### src/rtl/mod_blkreg_deser.sv
// Block deserializer: collects N elements of W bits into one registered N*W-bit block
// with a valid/ready handshake on both sides and a one-block hold stage under backpressure.
module mod_blkreg_deser #(
  parameter int W     = 8,
  parameter int N     = 16,
  parameter int ORDER = 0
) (
  input  logic             clk,
  input  logic             reset,
  input  logic             in_valid,
  input  logic [W-1:0]     in_data,
  output logic             in_ready,
  input  logic             clear,
  output logic             out_valid,
  input  logic             out_ready,
  output logic [N*W-1:0]   out_data,
  output logic [$clog2(N+1)-1:0] count
);

  localparam int CW = $clog2(N+1);

  typedef enum logic {
    FILL = 1'b0,
    HOLD = 1'b1
  } state_t;

  state_t          state_q, state_d;
  logic [CW-1:0]   count_q, count_d;
  logic [N*W-1:0]  buf_q, buf_d;
  logic            out_valid_q, out_valid_d;
  logic [N*W-1:0]  out_data_q, out_data_d;

  logic            accept_s;
  logic            drain_s;
  logic            slot_free_s;
  logic            load_s;
  logic [N*W-1:0]  load_blk_s;

  // Logical element position to physical slot in the block.
  function automatic int phys_slot(input int k);
    return (ORDER == 1) ? (N - 1 - k) : k;
  endfunction

  assign in_ready  = reset || (state_q == FILL);
  assign out_valid = out_valid_q;
  assign out_data  = out_data_q;
  assign count     = count_q;

  always_comb begin
    state_d     = state_q;
    count_d     = count_q;
    buf_d       = buf_q;
    out_valid_d = out_valid_q;
    out_data_d  = out_data_q;
    load_s      = 1'b0;
    load_blk_s  = buf_q;

    accept_s    = in_valid && in_ready;
    drain_s     = out_valid_q && out_ready;
    slot_free_s = !out_valid_q || out_ready;

    // clear beats accept and never touches the output register
    if (clear) begin
      count_d = '0;
      state_d = FILL;
    end else begin
      case (state_q)
        FILL: begin
          if (accept_s) begin
            buf_d[phys_slot(int'(count_q))*W +: W] = in_data;
            if (count_q == CW'(N - 1)) begin
              if (slot_free_s) begin
                load_s     = 1'b1;
                load_blk_s = buf_d;
                count_d    = '0;
              end else begin
                count_d = CW'(N);
                state_d = HOLD;
              end
            end else begin
              count_d = count_q + CW'(1);
            end
          end else begin
            count_d = count_q;
          end
        end
        HOLD: begin
          if (slot_free_s) begin
            load_s     = 1'b1;
            load_blk_s = buf_q;
            count_d    = '0;
            state_d    = FILL;
          end else begin
            state_d = HOLD;
          end
        end
        default: begin
          state_d = FILL;
          count_d = '0;
        end
      endcase
    end

    if (load_s) begin
      out_valid_d = 1'b1;
      out_data_d  = load_blk_s;
    end else if (drain_s) begin
      out_valid_d = 1'b0;
    end else begin
      out_valid_d = out_valid_q;
    end
  end

  always_ff @(posedge clk) begin
    if (reset) begin
      state_q     <= FILL;
      count_q     <= '0;
      buf_q       <= '0;
      out_valid_q <= 1'b0;
      out_data_q  <= '0;
    end else begin
      state_q     <= state_d;
      count_q     <= count_d;
      buf_q       <= buf_d;
      out_valid_q <= out_valid_d;
      out_data_q  <= out_data_d;
    end
  end

endmodule

### config.mk
export PLATFORM = sky130hd
export DESIGN_NAME = mod_blkreg_deser
export DESIGN_NICKNAME = d
export VERILOG_FILES = /design/src/rtl/mod_blkreg_deser.sv
export SDC_FILE = /design/constraint.sdc
export NUM_CORES = 1
export LEC_CHECK = 0
export CAP_MARGIN = 40
export CORE_ASPECT_RATIO = 1.25
export CORE_UTILIZATION = 51
export CTS_BUF_LIST = sky130_fd_sc_hd__clkbuf_2
export CTS_CLUSTER_DIAMETER = 30
export DETAILED_ROUTE_END_ITERATION = 8
export GPL_TIMING_DRIVEN = 0
export PLACE_DENSITY = 0.76
export SYNTH_ARGS = -nofsm -noshare
export SYNTH_HDL_FRONTEND = slang
export SYNTH_SLANG_ARGS = --single-unit
export TNS_END_PERCENT = 50
### constraint.sdc
create_clock -name clk -period 3.5 [get_ports clk]
set_clock_uncertainty 0.05 [all_clocks]
set_input_delay 1.05 -clock clk [delete_from_list [all_inputs] [get_ports clk]]
set_output_delay 1.05 -clock clk [all_outputs]
set_load 0.1 [all_outputs]
# Word level (Yosys, flattened, before mapping)
# Cells that the tools add are included.
totals:
  regBits: 263
  latch_bits: 0
  memories: 0
  out_inout_bits: 135
  word_cells: 45
  rom_bits: 0
  ram_bits: 0
classes:
  magnitude_cmp: 0
  muxes: 22
  div: 0
  n_addsub: 2
  reduce_logical: 9
  eq_ne: 3
  multipliers: 0
  shift: 2
  bitwise: 2
op_table:
  columns: ["operator", "count"]
  rows:
  - ["$mux 128", 4]
  - ["$pmux 128 s2", 1]
  - ["$bwmux 128", 1]
  - ["$shift 8x33->128 const A", 1]
  - ["$shiftx 8x33->128", 1]
  - ["$neg 8->33", 1]
  - ["$mux 5", 4]
  - ["$pmux 5 s2", 1]
  - ["$mux 1", 9]
  - ["$add 5x1->5 const B", 1]
  - ["$eq 5x4->1 const B", 1]
  - ["$pmux 1 s2", 2]
  - ["$reduce_and 3->1", 1]
  - ["$logic_and 1x1->1", 2]
  - ["$logic_or 1x1->1", 2]
  - ["$ne 2x1->1 const B", 1]
  - ["$ne 2x2->1 const B", 1]
  - ["$not 1->1", 2]
  - ["$reduce_and 2->1", 1]
  - ["$reduce_bool 2->1", 1]
  - ["$reduce_or 2->1", 1]
  - ["$logic_not 1->1", 1]

# Logic depth before layout (Yosys ltp)
# Gate-level depths: netlist (run 1).
logic_depth:
  ltp_word: 8
  mapped_depth: 15

# Least setup slack after synthesis (run 1)
# No wires, ideal clock.
synth_timing:
  kind: "reg2reg"
  from: "reg count_q[0], in the netlist count[0]"
  to: "reg out_data_q[80], in the netlist out_data[80]"
  t_required_ns: 3.364
  n_path_buf: 3
  path_stages_with_launch: 14
  synth_period_minus_slack_ns: 4.185
  setup_time_ns: 0.086
  t_arrival_ns: 4.050
  path_slack_ns: -0.685
  cell_sequence: "dfxtp_1 buf_2 clkbuf_1 inv_1 ha_1 buf_1 inv_1 nor3_1 ha_1 or4b_4 nor4_4 o211ai_2 mux2i_1 a211oi_1"
synth_between:
  elab_chain_cells: 8
  word_cells_on_any_way: 14
  cone_classes: "1 x add/sub; 1 x eq/ne; 2 x shift; 10 x mux"
synth_rtl:
  columns: ["element", "line", "text"]
  rows:
  - ["start: declaration", "28", "logic [CW-1:0] count_q, count_d;"]
  - ["start signal: assignment", "123", "count_q <= count_d;"]
  - ["$neg 8->33", "70", "buf_d[phys_slot(int'(count_q))*W +: W] = in_data;"]
  - ["$shiftx 8x33->128 or $shift 8x33->128 (tied branches)", "70", null]
  - ["$bwmux 128", "70", null]
  - ["$mux 128", "72", "if (slot_free_s) begin"]
  - ["$mux 128", "71", "if (count_q == CW'(N - 1)) begin"]
  - ["$mux 128", "69", "if (accept_s) begin"]
  - ["$pmux 128 s2", "67", "case (state_q)"]
  - ["$mux 128", "63", "if (clear) begin"]
  - ["end signal: assignment", "126", "out_data_q <= out_data_d;"]
  - ["end: declaration", "31", "logic [N*W-1:0] out_data_q, out_data_d;"]
# Several ways; a longest one is shown, not always the timed one.
# A chain may end at the register's enable or synchronous reset.

# Final worst setup path (run 1)
layout_timing:
  from: "reg count_q[0], in the netlist count[0]"
  to: "reg buf_q[48]"
layout_between:
  elab_chain_cells: 3
  word_cells_on_any_way: 4
  cone_classes: "1 x add/sub; 2 x shift; 1 x mux"
layout_rtl:
  columns: ["element", "line", "text"]
  rows:
  - ["$neg 8->33 (*)", "70", null]
  - ["$shiftx 8x33->128 or $shift 8x33->128 (tied branches)", "70", null]
  - ["$bwmux 128 (*)", "70", null]
  - ["end signal: assignment", "124", "buf_q <= buf_d;"]
  - ["end: declaration", "29", "logic [N*W-1:0] buf_q, buf_d;"]
# Mark *: on every way between the ends. The rest lies on a longest branch, timed or not.

==> summary.md, run 1 <==
| Metric | Value |
|---|---|
| Status | `complete, no violations` |
| Synth Area in XOR/XNOR | `less than 1%` |
| Clock latency on the worst-skew pair | `slightly above 900 ps` |
| Cell Rows | `59` |
| Worst VDD drop | `0.386 mV` |
| RSZ-0062 raised after global routing | `true` |
| Root buffer cell | `clkbuf_2` |
| Internal power | `3.98 mW` |
| Final setup viols | `0` |
| WHS Endpoint | `out_data[61]` |
| Post-Synth Simple-Gate Area | `21.3%` |
| Most used DFF post-synth | `dfxtp_1` |
| DR pass1 iterations | `5` |
| Final Cell Area | `~15000 um2` |
| Largest stage delay, worst path | `around 590 ps` |
| CP required | `4180 ps` |
| Reg2reg start | `count[0]` |
| Worst Setup Path Type | `reg2reg` |
| Total grt overflow | `0` |
| Total CTS buffers | `61` |
| Critical path fanouts, max | `10` |
| Initial Utilization | `51.8%` |
| Fmax | `288 MHz` |
| Slew HR | `33.4%` |
| Comb power frac | `between 4 and 5%` |
| Switching power summed over all nets | `1.41 mW` |
| Adder-Cell Fraction of Synth Area | `0.348%` |
| Setup TNS | `0 ps` |
| Clock transition at the registers of the reported paths | `120 ps` |
| Final period utilization | `99.3%` |
| Synth area leader | `dfxtp_1` |
| Syn. warnings | `0` |
| Worst hold path depth | `2` |
| Min-Delay Path Class | `reg2reg` |
| CP Capture Type | `register` |
| Drt initial violations | `731` |
| Library cells used by synthesis | `66` |
| Number of I/O port buffers | `146` |
| Sequential share of power | `a little under three fifths` |
| Layout area overhead | `43.3%` |
| HPWL Detailed | `approximately 26000 um` |
| Final Hold Viols | `0` |
| Crit start category | `register` |
| Vias | `about 10k` |
| Syn avg cell area | `9.06 um2` |
| Critical-path cell list | `buf_6 > clkbuf_4 > inv_1 > ha_1 > clkbuf_4 > inv_1 > nor3_1 > ha_2 > or4b_4 > nor2_1 > and4b_1 > buf_2 > mux2i_1 > nor2_1` |
| R2r endpoint | `buf_q[48]` |
| FFs w/ async S/R, synth | `0%` |
| Critical Path AT | `4150 ps` |
| Post-route ant nets | `0` |
| DRC | `0` |
| Largest family of logic cells by synthesized area | `simple AND/OR/NAND/NOR gates` |
| Sequential share of the synthesized area | `48.8%` |
| Ratio of cells with drive above 1 in the final layout | `20.3%` |
| Die Ht | `approximately 160 um` |
| Initial antenna violation count | `1` |
| Largest net degree at the start of global routing | `22` |
| Routed vias/inst | `5.58` |
| PwrDens | `348 nW/um2` |
| Post-Synthesis Cells | `about 1.2k` |
| Chip Width | `between 100 and 150 um` |
| Net Sw Frac | `26.1%` |
| Post-synth EDFFs | `0` |
| First-pass GRT wire length | `54800 um` |
| Core ar. | `20800 um2` |
| R2R depth | `14` |
| I/O Pins | `around 150` |
| Maxcap violations | `0` |
| CTS H-tree depth | `2` |
| HP Start | `buf_q[61]` |
| WL/cell | `19.1 um` |
| CTS tree | `yes` |
| Worst Max-Slew Pin Slew | `around 1000 ps` |
| Cts hold-fix bufs | `0` |
| R2R setup slack | `20 ps` |
| Leakage power | `5.82 nW` |
| Mapped cell area | `around 11000 um2` |
| Placed cell area | `14700 um2` |
| Top cells by area, synth | `dfxtp_1 49%, mux2i_1 9.6%, nand2_1 6.5%` |
| Hold WS | `403 ps` |
| Clock Power Share | `around two fifths` |
| Gr usage total | `32.5%` |
| DIE AREA | `21800 um2` |
| Synth Register Bits | `263` |
| Slew Viols, Final | `0` |
| CTS sink cnt | `between 200 and 300` |
| Post-synthesis compound-gate area fraction | `about 16%` |
| Mux contribution to synthesized area | `9.55%` |
| Routed Wire Length | `35700 um` |
| Synth top area share | `48.8%` |
| Vias in the first global route | `10.3k` |
| Tot Pwr | `between 5 and 6 mW` |
| Final Critical Period | `3480 ps` |
| Slowest CP cell | `or4b_4` |
| Global placer's final weighted congestion | `0.939` |
| Final nets | `1561` |
| Synth Net Count | `1207` |
| CTS Buffer Depth | `3` |
[sequential cells by signal, indices dropped and copies added, names as in the netlist]
| name | flops |
|---|---|
| count | 5 |
| buf_q | 128 |
| state_q | 1 |
| out_valid | 1 |
| out_data | 128 |
[logic make-up after synthesis]
kind of cell | count (synthesis)
and+or+nand+nor | 465
DFF | 263
AOI/OAI and AO/OA | 255
muxes | 103
buffers and inverters | 101
adders and majority gates | 3
xor gates and xnor gates | 1
[power by group through the flow]
stage,Clock [mW],Combinational (mW),Sequential [mW]
global placement,0,0.207,3.07
global route,2.34,0.230,3.00
floorplan,0,0.119,3.07
detailed placement,0,0.210,3.07
finish,2.17,0.221,3.00
CTS,2.17,0.212,3.00
[critical path: cells and delay by family, from the launching register on]
family / cells / cell delay [ps]
muxes: 1 / 240
buffers and inverters: 6 / 1020
and+or+nand+nor: 5 / 1160
adders and majority gates: 2 / 450
DFF: 1 / 420
[repair_timing]
action,CTS,global route
buffers inserted,1,5
resized for setup,12,15
cloned,0,1
setup endpoints to repair,70,90
pin swaps,1,5
hold endpoints to repair,0,0
[layer usage]
| metal | vias up | track usage [%] | share of wire, % |
|---|---|---|---|
| met5 | - | 0 | 0 |
| met4 | 0 | 20.9 | 5.6 |
| met3 | 127 | 6.23 | 6.7 |
| met2 | 483 | 58.1 | 49 |
| met1 | 4922 | 35.4 | 38 |
| li1 | 4900 | - | - |
[area by class of cell]
class / instances / area, um2
clock inverter: 20 / 161
antenna: 2 / 5.00
buffer: 92 / 425
sequential: 263 / 5280
tap: 274 / 343
multi-input combinational: 827 / 5180
inverter: 7 / 26.3
timing repair buffer: 293 / 3590
fill: 1488 / 5350
clock buffer: 92 / 460
[metrics by stage]
step / utilization, % / instances / worst slack (ps)
3_3_place_gp: 60.7 / 1611 / -1360
4_1_cts: 73.7 / 1862 / 8.81
3_5_place_dp: 70.6 / 1751 / -902
2_1_floorplan: - / 1191 / 10.5
5_1_grt: 74.3 / 1869 / -77.6
6_report: 74.3 / 1870 / 24.4
[worst max-delay path by stage]
stage | endpoint | slack [ps] | depth (start not counted) | start
detailed placement | in_ready | -900 | 6 | reset
finish | buf_q[48] | 20 | 14 | count[0]
global placement | in_ready | -1360 | 5 | reset
floorplan | out_data[118] | 10 | 14 | count[0]
global route | out_data[102] | -80 | 12 | count[0]
CTS | buf_q[71] | 9 | 14 | count[0]
[layout by cell type, fill, tap and decap left out, types with 10 or more instances in the layout]
cell type / Yosys / routed
dfxtp_1: 263 / 259
nand2_1: 188 / 188
clkdlybuf4s50_1: 0 / 145
buf_8: 0 / 135
nor2_1: 133 / 131
mux2i_1: 103 / 102
a21oi_1: 93 / 93
clkbuf_2: 0 / 93
clkbuf_1: 61 / 57
a211oi_1: 39 / 37
nand3b_1: 28 / 28
o21ai_0: 28 / 28
nand3_1: 24 / 24
buf_2: 21 / 22
and2_1: 17 / 17
a21o_1: 17 / 17
clkinv_1: 0 / 14
a22o_1: 13 / 13
nand2b_1: 12 / 12
buf_4: 6 / 10
nand4_1: 10 / 10
[synth_stat cells, drive strengths merged, types with 3 or more instances]
cell,count
buf,33
nor3,8
a21o,17
o21ai,36
a22o,13
nand4,12
clkbuf,61
inv,7
a41oi,4
mux2i,103
o22ai,3
nor4,7
a211oi,42
a22oi,9
nor3b,3
nand3b,28
nor2,137
nand2b,12
nand3,27
and2,20
ha,3
a311oi,9
nand2,188
o211ai,12
dfxtp,263
a2bb2oi,3
a21oi,94
nand4b,8
o31ai,4
No activity file was read; power rests on OpenSTA's default activity.
==> run 2, diff against run 1 <==
- CORE_UTILIZATION: 51 -> 40
- PLACE_DENSITY: 0.76 -> 0.62
- SETUP_SLACK_MARGIN: default -> 0.4
==> summary.md, run 2 (synthesis results as in run 1) <==
| Metric | Value |
|---|---|
| R2R setup slack | `460 ps (+440 ps)` |
| DRC | `0 (unchanged)` |
| Layout area overhead | `47.4%` |
| Maxcap violations | `0 (unchanged)` |
| Worst Setup Path Type | `reg2out` |
| Dpl cells | `1817 (+3.8%)` |
| Clock latency on the worst-skew pair | `830 ps (-80 ps)` |
| Internal power | `4.05 mW (+1.7%)` |
| Final Critical Period | `3090 ps (-389 ps)` |
| Net Sw Frac | `26.3% (+0.17 points)` |
| DIE AREA | `27600 um2 (+27%)` |
| Initial Utilization | `41.1% (-11 points)` |
| Hold WS | `385 ps (-18.4 ps)` |
| Worst Max-Slew Pin Slew | `909 ps (-87.8 ps)` |
| Routed vias/inst | `5.24 (-6.0%)` |
| Clock transition at the registers of the reported paths | `110 ps (about the same)` |
| Routed Wire Length | `35100 um (-1.5%)` |
| Slew Viols, Final | `0 (unchanged)` |
| Total CTS buffers | `70 (+15%)` |
| Final setup viols | `0 (unchanged)` |
| Worst VDD drop | `0.196 mV (-49%)` |
| Final Hold Viols | `0 (unchanged)` |
| Post-Layout Cell Count | `1958 (+4.7%)` |
| R2r endpoint | `out_data[83]` |
| Comb power frac | `4.5% (+0.4 points)` |
| CTS sink cnt | `263 (unchanged)` |
| Final period utilization | `88.2% (-11 points)` |
| Largest net degree at the start of global routing | `11 (-50%)` |
| Min-Delay Path Class | `reg2reg` |
| CP endpoint | `out_data[121]` |
| First-pass GRT wire length | `54100 um (-1.2%)` |
| Leakage power | `6.00 nW (+3.1%)` |
| Chip Width | `149 um (+13%)` |
| HP Start | `buf_q[55]` |
| Final core utilization | `60.6% (-14 points)` |
| DR pass1 iterations | `5 (unchanged)` |
| Commonest cells after routing, fill and taps aside | `257 x dfxtp_1, 188 x nand2_1, 140 x clkdlybuf4s50_1` |
| CP Capture Type | `output pin` |
| Most common cell after layout, fill and taps aside | `dfxtp_1` |
| Vias | `10.3k (-1.6%)` |
| Reg2reg start | `count[0]` |
| Vias in the first global route | `10.1k (-2.2%)` |
| Post-route ant nets | `0 (unchanged)` |
| Drt initial violations | `546 (-25%)` |
| Fmax | `324 MHz (+13%)` |
| Critical path fanouts, max | `2 (-8)` |
| Critical Path AT | `1990 ps (-2160 ps)` |
| Cell Rows | `66 (+12%)` |
| Die Ht | `186 um (+13%)` |
| Crit start category | `register` |
| R2R depth | `14 (unchanged)` |
| I/O Pins | `148 (unchanged)` |
| CTS H-tree depth | `3 (+1)` |
| Core ar. | `26300 um2 (+26%)` |
| Total grt overflow | `0 (unchanged)` |
| Number of I/O port buffers | `146 (unchanged)` |
| Sequential share of power | `54.5% (-1.1 points)` |
| Initial antenna violation count | `1 (unchanged)` |
| Cts hold-fix bufs | `0 (unchanged)` |
| CTS tree | `yes` |
| Clock Power Share | `41.0% (+0.7 points)` |
| Final nets | `1587 (+1.7%)` |
| Root buffer cell | `clkbuf_2` |
| HPWL Detailed | `25400 um (-2.9%)` |
| Switching power summed over all nets | `1.44 mW (+2.6%)` |
| Gr usage total | `25.5% (-7.0 points)` |
| WL/cell | `17.9 um (-5.9%)` |
| Status | `complete, no violations` |
| Setup crit start | `out_data[121]` |
| Global placer's final weighted congestion | `0.900 (-4.2%)` |
| RSZ-0062 raised after global routing | `true` |
| Ratio of cells with drive above 1 in the final layout | `22.8% (+2.5 points)` |
| CTS Buffer Depth | `3 (unchanged)` |
| CP required | `2400 ps (-1780 ps)` |
| PwrDens | `345 nW/um2 (-0.89%)` |
| Slew HR | `38.8% (+5.3 points)` |
==> run 2: per-layer routing <==
layer	vias up	global-route usage, %	part of all wire (%)
met2	378	44.8	50
met1	4824	29.4	40
met5	-	0	0
li1	4970	-	-
met3	93	5.37	6.3
met4	0	12.0	3.8
==> run 2: metrics by stage <==
| stage | instance area [um2] | setup slack, ps | TNS (ps) | total power, mW |
|---|---|---|---|---|
| after global placement | 12800 | -1430 | -10690 | 3.28 |
| after global routing | 15900 | 350 | 0 | 5.73 |
| after floorplan | 10900 | 216 | 0 | 3.19 |
| after detailed placement | 14900 | -998 | -11310 | 3.29 |
| final | 15900 | 414 | 0 | 5.49 |
| after CTS | 15700 | 316 | 0 | 5.52 |
==> run 2: worst min-delay path by stage <==
stage / to / depth (start not counted) / slack, ps
after CTS: out_data[42] / 2 / 390
final: out_data[55] / 2 / 380
after detailed placement: out_data[79] / 1 / 390
after global placement: buf_q[96] / 2 / 390
after floorplan: buf_q[25] / 2 / 370
after global routing: out_data[55] / 2 / 390
==> run 2: layout make-up <==
| class | count | area [um2] |
|---|---|---|
| multi-input cells | 827 | 5270 |
| clock buffers | 99 | 495 |
| fillers | 2289 | 10300 |
| plain buffers | 94 | 474 |
| inverters | 7 | 33.8 |
| well taps | 340 | 425 |
| flip-flops and latches | 263 | 5280 |
| clock inverters | 19 | 160 |
| diodes | 1 | 2.50 |
| repair buffers | 308 | 3770 |
==> run 2: power by group through the flow <==
stage | clock [mW] | sequential (mW) | combinational [mW]
after detailed placement | 0 | 3.07 | 0.219
after global placement | 0 | 3.07 | 0.216
final | 2.25 | 2.99 | 0.247
after floorplan | 0 | 3.07 | 0.125
after CTS | 2.30 | 2.99 | 0.228
after global routing | 2.47 | 3.00 | 0.259
==> run 2: worst max-delay path: stages (launching register included) <==
cell and delay (ps):
dfxtp_1 400, clkdlybuf4s50_1 550, buf_8 210
==> run 2: repair_timing <==
action | CTS | global route
endpoints found under the setup margin | 114 | 126
setup buffers | 6 | 17
gates resized for setup | 22 | 27
gates cloned | 1 | 1
pin swaps | 2 | 9
